--- src/rtl/mult_div_unit.sv ---
// Iterative multiply/divide unit with architectural HI/LO registers.
// MULT/MULTU use shift-add over a 2*WIDTH accumulator. DIV/DIVU use restoring
// division that produces one quotient bit per cycle. Each operation takes
// WIDTH RUN cycles. The sign fix-up is folded into the last iteration, so HI/LO
// and o_done update on the same edge that returns the FSM to IDLE.
module mult_div_unit #(
    parameter int WIDTH = 32
) (
    input  logic             i_clk,
    input  logic             i_rst,
    input  logic             i_start,
    input  logic [1:0]       i_op,
    input  logic [WIDTH-1:0] i_rs,
    input  logic [WIDTH-1:0] i_rt,
    input  logic             i_mthi,
    input  logic             i_mtlo,
    output logic             o_busy,
    output logic             o_done,
    output logic [WIDTH-1:0] o_hi,
    output logic [WIDTH-1:0] o_lo
);

    localparam int CW = (WIDTH > 1) ? $clog2(WIDTH) : 1;
    localparam logic [CW-1:0] LAST = CW'(WIDTH - 1);

    typedef enum logic {IDLE, RUN} state_t;

    state_t               state_q;
    logic [CW-1:0]        cnt_q;
    logic                 is_div_q;   // 1 = divide, 0 = multiply
    logic                 neg_q;      // negate product / quotient at the end
    logic                 neg_rem_q;  // remainder follows the dividend sign
    logic                 div0_q;     // divisor was zero
    logic [WIDTH-1:0]     b_q;        // multiplicand / divisor magnitude
    logic [2*WIDTH-1:0]   acc_q;      // product accumulator; low half holds dividend/quotient
    logic [WIDTH:0]       rem_q;      // partial remainder
    logic [WIDTH-1:0]     hi_q;
    logic [WIDTH-1:0]     lo_q;
    logic                 busy_q;
    logic                 done_q;

    // Operand magnitudes and sign flags formed at start time
    logic                 a_neg;
    logic                 b_neg;
    logic [WIDTH-1:0]     a_mag;
    logic [WIDTH-1:0]     b_mag;

    // One iteration of the datapath, plus the fixed-up final result
    logic [WIDTH:0]       mul_sum;
    logic [2*WIDTH-1:0]   mul_acc_d;
    logic [WIDTH:0]       rem_shift;
    logic [WIDTH:0]       rem_d;
    logic [WIDTH-1:0]     quo_d;
    logic [2*WIDTH-1:0]   acc_d;
    logic [2*WIDTH-1:0]   prod_fix;
    logic [WIDTH-1:0]     quo_fix;
    logic [WIDTH-1:0]     rem_fix;
    logic [WIDTH-1:0]     hi_d;
    logic [WIDTH-1:0]     lo_d;

    // Magnitudes of the incoming operands; only MULT/DIV (i_op[0]=1) are signed
    always_comb begin
        a_neg = i_op[0] & i_rs[WIDTH-1];
        b_neg = i_op[0] & i_rt[WIDTH-1];
        a_mag = a_neg ? (~i_rs + 1'b1) : i_rs;
        b_mag = b_neg ? (~i_rt + 1'b1) : i_rt;
    end

    // Next iteration step for both algorithms and the sign-corrected result
    always_comb begin
        // shift-add: add multiplicand into the upper half when LSB set, then shift right
        mul_sum   = {1'b0, acc_q[2*WIDTH-1:WIDTH]} + (acc_q[0] ? {1'b0, b_q} : '0);
        mul_acc_d = {mul_sum, acc_q[WIDTH-1:1]};

        // restoring divide: bring in next dividend bit, subtract if it fits
        rem_shift = {rem_q[WIDTH-1:0], acc_q[WIDTH-1]};
        if (rem_shift >= {1'b0, b_q}) begin
            rem_d = rem_shift - {1'b0, b_q};
            quo_d = {acc_q[WIDTH-2:0], 1'b1};
        end else begin
            rem_d = rem_shift;
            quo_d = {acc_q[WIDTH-2:0], 1'b0};
        end

        acc_d = is_div_q ? {acc_q[2*WIDTH-1:WIDTH], quo_d} : mul_acc_d;

        prod_fix = neg_q ? (~mul_acc_d + 1'b1) : mul_acc_d;
        // divide by zero naturally leaves rem = |dividend|; the remainder sign
        // fix then restores the original dividend, so only LO needs forcing
        quo_fix  = div0_q ? '1 : (neg_q ? (~quo_d + 1'b1) : quo_d);
        rem_fix  = neg_rem_q ? (~rem_d[WIDTH-1:0] + 1'b1) : rem_d[WIDTH-1:0];

        hi_d = is_div_q ? rem_fix : prod_fix[2*WIDTH-1:WIDTH];
        lo_d = is_div_q ? quo_fix : prod_fix[WIDTH-1:0];
    end

    // Control FSM with datapath registers and registered handshake outputs
    always_ff @(posedge i_clk or posedge i_rst) begin
        if (i_rst) begin
            state_q   <= IDLE;
            cnt_q     <= '0;
            is_div_q  <= 1'b0;
            neg_q     <= 1'b0;
            neg_rem_q <= 1'b0;
            div0_q    <= 1'b0;
            b_q       <= '0;
            acc_q     <= '0;
            rem_q     <= '0;
            hi_q      <= '0;
            lo_q      <= '0;
            busy_q    <= 1'b0;
            done_q    <= 1'b0;
        end else begin
            done_q <= 1'b0;
            case (state_q)
                IDLE: begin
                    if (i_start) begin
                        is_div_q  <= i_op[1];
                        neg_q     <= a_neg ^ b_neg;
                        neg_rem_q <= a_neg;
                        div0_q    <= i_op[1] && (i_rt == '0);
                        b_q       <= b_mag;
                        acc_q     <= {{WIDTH{1'b0}}, a_mag};
                        rem_q     <= '0;
                        cnt_q     <= '0;
                        busy_q    <= 1'b1;
                        state_q   <= RUN;
                    end else begin
                        if (i_mthi) hi_q <= i_rs;
                        if (i_mtlo) lo_q <= i_rs;
                    end
                end
                RUN: begin
                    acc_q <= acc_d;
                    rem_q <= rem_d;
                    cnt_q <= cnt_q + 1'b1;
                    if (cnt_q == LAST) begin
                        hi_q    <= hi_d;
                        lo_q    <= lo_d;
                        done_q  <= 1'b1;
                        busy_q  <= 1'b0;
                        cnt_q   <= '0;
                        state_q <= IDLE;
                    end
                end
                default: state_q <= IDLE;
            endcase
        end
    end

    assign o_busy = busy_q;
    assign o_done = done_q;
    assign o_hi   = hi_q;
    assign o_lo   = lo_q;

endmodule
--- config.mk ---
export PLATFORM = sky130hd
export DESIGN_NAME = mult_div_unit
export DESIGN_NICKNAME = d
export VERILOG_FILES = /design/src/rtl/mult_div_unit.sv
export SDC_FILE = /design/constraint.sdc
export NUM_CORES = 1
export LEC_CHECK = 0
export ABC_AREA = 1
export CAP_MARGIN = 30
export CORE_AREA = 2 2 240 242
export DETAILED_ROUTE_END_ITERATION = 7
export DIE_AREA = 0 0 242 244
export GPL_ROUTABILITY_DRIVEN = 0
export PLACE_DENSITY = 0.55
export SKIP_LAST_GASP = 1
export SLEW_MARGIN = 20
export SYNTH_ARGS = -nofsm -noshare
export SYNTH_HDL_FRONTEND = slang
export SYNTH_SLANG_ARGS = --single-unit
--- constraint.sdc ---
create_clock -name i_clk -period 8.05 [get_ports i_clk]
set_input_delay 1.61 -clock i_clk [delete_from_list [all_inputs] [get_ports i_clk]]
set_output_delay 1.61 -clock i_clk [all_outputs]
set_load 0.01 [all_outputs]
==> impl_metrics.env <==
export IMPL_overflow=0
export IMPL_ys_types=58
export IMPL_io_pins=137
export IMPL_fin_crit_ns=4.42
export IMPL_synth_warnings=0
export IMPL_clk_path_buf_depth=3
export IMPL_die_width_um=242
export IMPL_maxCapViolations=0
export IMPL_grt_max_degree=155
export IMPL_period_share=0.549
export IMPL_slew_violations=0
export IMPL_crit_fanout=38
export IMPL_hold_buffers=0
export IMPL_ys_ff_latch=204
export IMPL_synth_cell_area_mm2=0.0195
export IMPL_drive_above_1_share=0.0560
export IMPL_arrival_ns=4.95
export IMPL_final_nets=3408
export IMPL_initialDrtViolationCount=2366
export IMPL_start_kind="register"
export IMPL_clock_latency_ns=0.60
export IMPL_core_area_mm2=0.0562
export IMPL_yosys_most_used_dff="dfrtp_1"
export IMPL_start_util=0.348
export IMPL_post_drt_wl_per_cell_um=19.8
export IMPL_clkTransAtPathRegs_ns=0.06
export IMPL_portBuffers=136
export IMPL_num_antenna_cells=0
export IMPL_met1_usage=0.377
export IMPL_grt_setup_unrepaired="false"
export IMPL_vias=21400
export IMPL_rows=87
export IMPL_async_flop_share=1.00
export IMPL_synth_seq_area_share=0.261
export IMPL_slew_headroom=0.307
export IMPL_antenna_found_initial=0
export IMPL_final_common_cell="nand2_1"
export IMPL_wl_um=80000
export IMPL_dpl_hpwl_um=62800
export IMPL_fin_tns_setup_ns=0
export IMPL_path_class="register to register"
export IMPL_syn_nets=3346
export IMPL_fmax_mhz=226
export IMPL_cts_tree="built"
export IMPL_layout_common_cells="nand2_1 (852), inv_1 (455), nor2_1 (371)"
export IMPL_use_met2=0.417
export IMPL_worstSetupEndpointType="register"
export IMPL_die_area_mm2=0.0590
export IMPL_viasPerCell=5.29
export IMPL_setup_violations=0
export IMPL_drtAntennaViolNets=0
export IMPL_gr_usage_met3=0.0399
export IMPL_worstMarginPinSlew_ns=1.04
export IMPL_cts_resized=0
export IMPL_grt_pass1_vias=19900
export IMPL_post_cts_buffers=0
export IMPL_grt_usage=0.266
export IMPL_top_usage_layer="met2"
export IMPL_drc=0
export IMPL_required_ns=8.58
export IMPL_status="finished clean"
export IMPL_synth_edf_count=0
export IMPL_syn_to_final_growth_pct=14.9
export IMPL_hold_class="register to register"
export IMPL_syn_inst=3202
export IMPL_dr_pass1_iters=6
export IMPL_cts_buffers=27
export IMPL_skew_ns=0.0201
export IMPL_grt_pass1_wl_um=122000
export IMPL_syn_avg_cell_area_um2=6.10
export IMPL_cts_sinks=204
export IMPL_die_h_um=244
export IMPL_hold_viol=0
export IMPL_h_tree_depth=1
export IMPL_root_buffer="clkbuf_16"
-- cell families (layout without fill, tap and decap cells) --
group / Yosys count / after routing / synth area share
compound gates: 541 / 541 / 0.158
xor+xnor: 90 / 90 / 0.0407
fa+ha+maj: 73 / 73 / 0.0475
buf+inv: 598 / 681 / 0.120
flops: 204 / 204 / 0.261
simple gates: 1696 / 1696 / 0.373
-- sequential cells by signal, summed over array words and instances, names as in the netlist --
signal     flops
o_lo          32
neg_rem_q      1
o_done         1
b_q           32
neg_q          1
state_q        1
cnt_q          5
o_busy         1
acc_q         64
o_hi          32
is_div_q       1
rem_q         32
div0_q         1
-- worst max-delay path: stages, from the launching register on --
cell     delay, ns
dfrtp_1       0.38
inv_1         0.07
ha_1          0.38
nand2_1       0.10
nand2_1       0.07
nand2_1       0.06
nand2_1       0.10
inv_1         0.07
nand2_1       0.07
nand2_1       0.07
nand3_2       0.06
nor2_2        0.07
buf_4         0.35
nand2_4       0.36
o21ai_2       0.42
ha_1          0.30
nand3_4       0.12
nor2_4        0.27
nand2_1       0.12
nand2_1       0.15
nand2_1       0.07
nand2_1       0.05
nand3_1       0.20
nand2_1       0.17
nand2_1       0.10
a21oi_2       0.15
-- layer usage --
layer | routed length, um | share of wire
met5 | 0 | 0
met1 | 36700 | 0.46
met4 | 2330 | 0.029
met3 | 6070 | 0.076
met2 | 34900 | 0.44
-- synth_stat cells (all sizes together), types with 34 or more instances --
| cell type | instances | area (um2) |
|---|---|---|
| nand2 | 883 | 3420 |
| inv | 469 | 1760 |
| nor2 | 397 | 1580 |
| nand3 | 313 | 1630 |
| o21ai | 235 | 1190 |
| dfrtp | 204 | 5100 |
| a21oi | 163 | 850 |
| clkbuf | 88 | 330 |
| xor2 | 73 | 647 |
| ha | 71 | 888 |
| a31oi | 53 | 332 |
| nor3 | 49 | 292 |
| buf | 39 | 239 |
| nand4 | 34 | 213 |
-- worst paths after layout --
check	from	endpoint	slack (ns)	depth (start not counted)
setup / recovery	b_q[22]	o_hi[26]	3.63	25
hold / removal	o_busy	o_busy	0.50	2
setup reg to reg	b_q[22]	o_hi[26]	3.63	25
hold reg to reg	o_busy	o_busy	0.50	2
max in group asynchronous	i_rst	is_div_q	5.28	3
min in group asynchronous	i_rst	o_hi[31]	1.42	2
-- layout make-up --
| type | count | area [um2] |
|---|---|---|
| fillers | 6256 | 33700 |
| multi-input cells | 2400 | 12100 |
| clock buffers | 34 | 752 |
| repair buffers | 160 | 1550 |
| flip-flops and latches | 204 | 5110 |
| inverters | 471 | 1780 |
| well taps | 756 | 946 |
| clock inverters | 16 | 211 |
-- per-stage QoR --
| stage | area (um2) | hold WS [ns] | instances | setup slack, ns | utilization |
|---|---|---|---|---|---|
| floorplan | 19500 | 0.472 | 3202 | 0.873 | - |
| global route | 22400 | 0.533 | 4041 | 3.23 | 0.400 |
| global placement | 21500 | 0.474 | 3990 | 3.32 | 0.382 |
| CTS | 22400 | 0.502 | 4040 | 3.30 | 0.400 |
| finish | 22400 | 0.503 | 4041 | 3.63 | 0.400 |
| detailed placement | 21500 | 0.486 | 3990 | 3.32 | 0.382 |
Power is left out: the tool's default activity adds up to more than one toggle a clock period on the data nets, which glitch-free logic cannot reach.
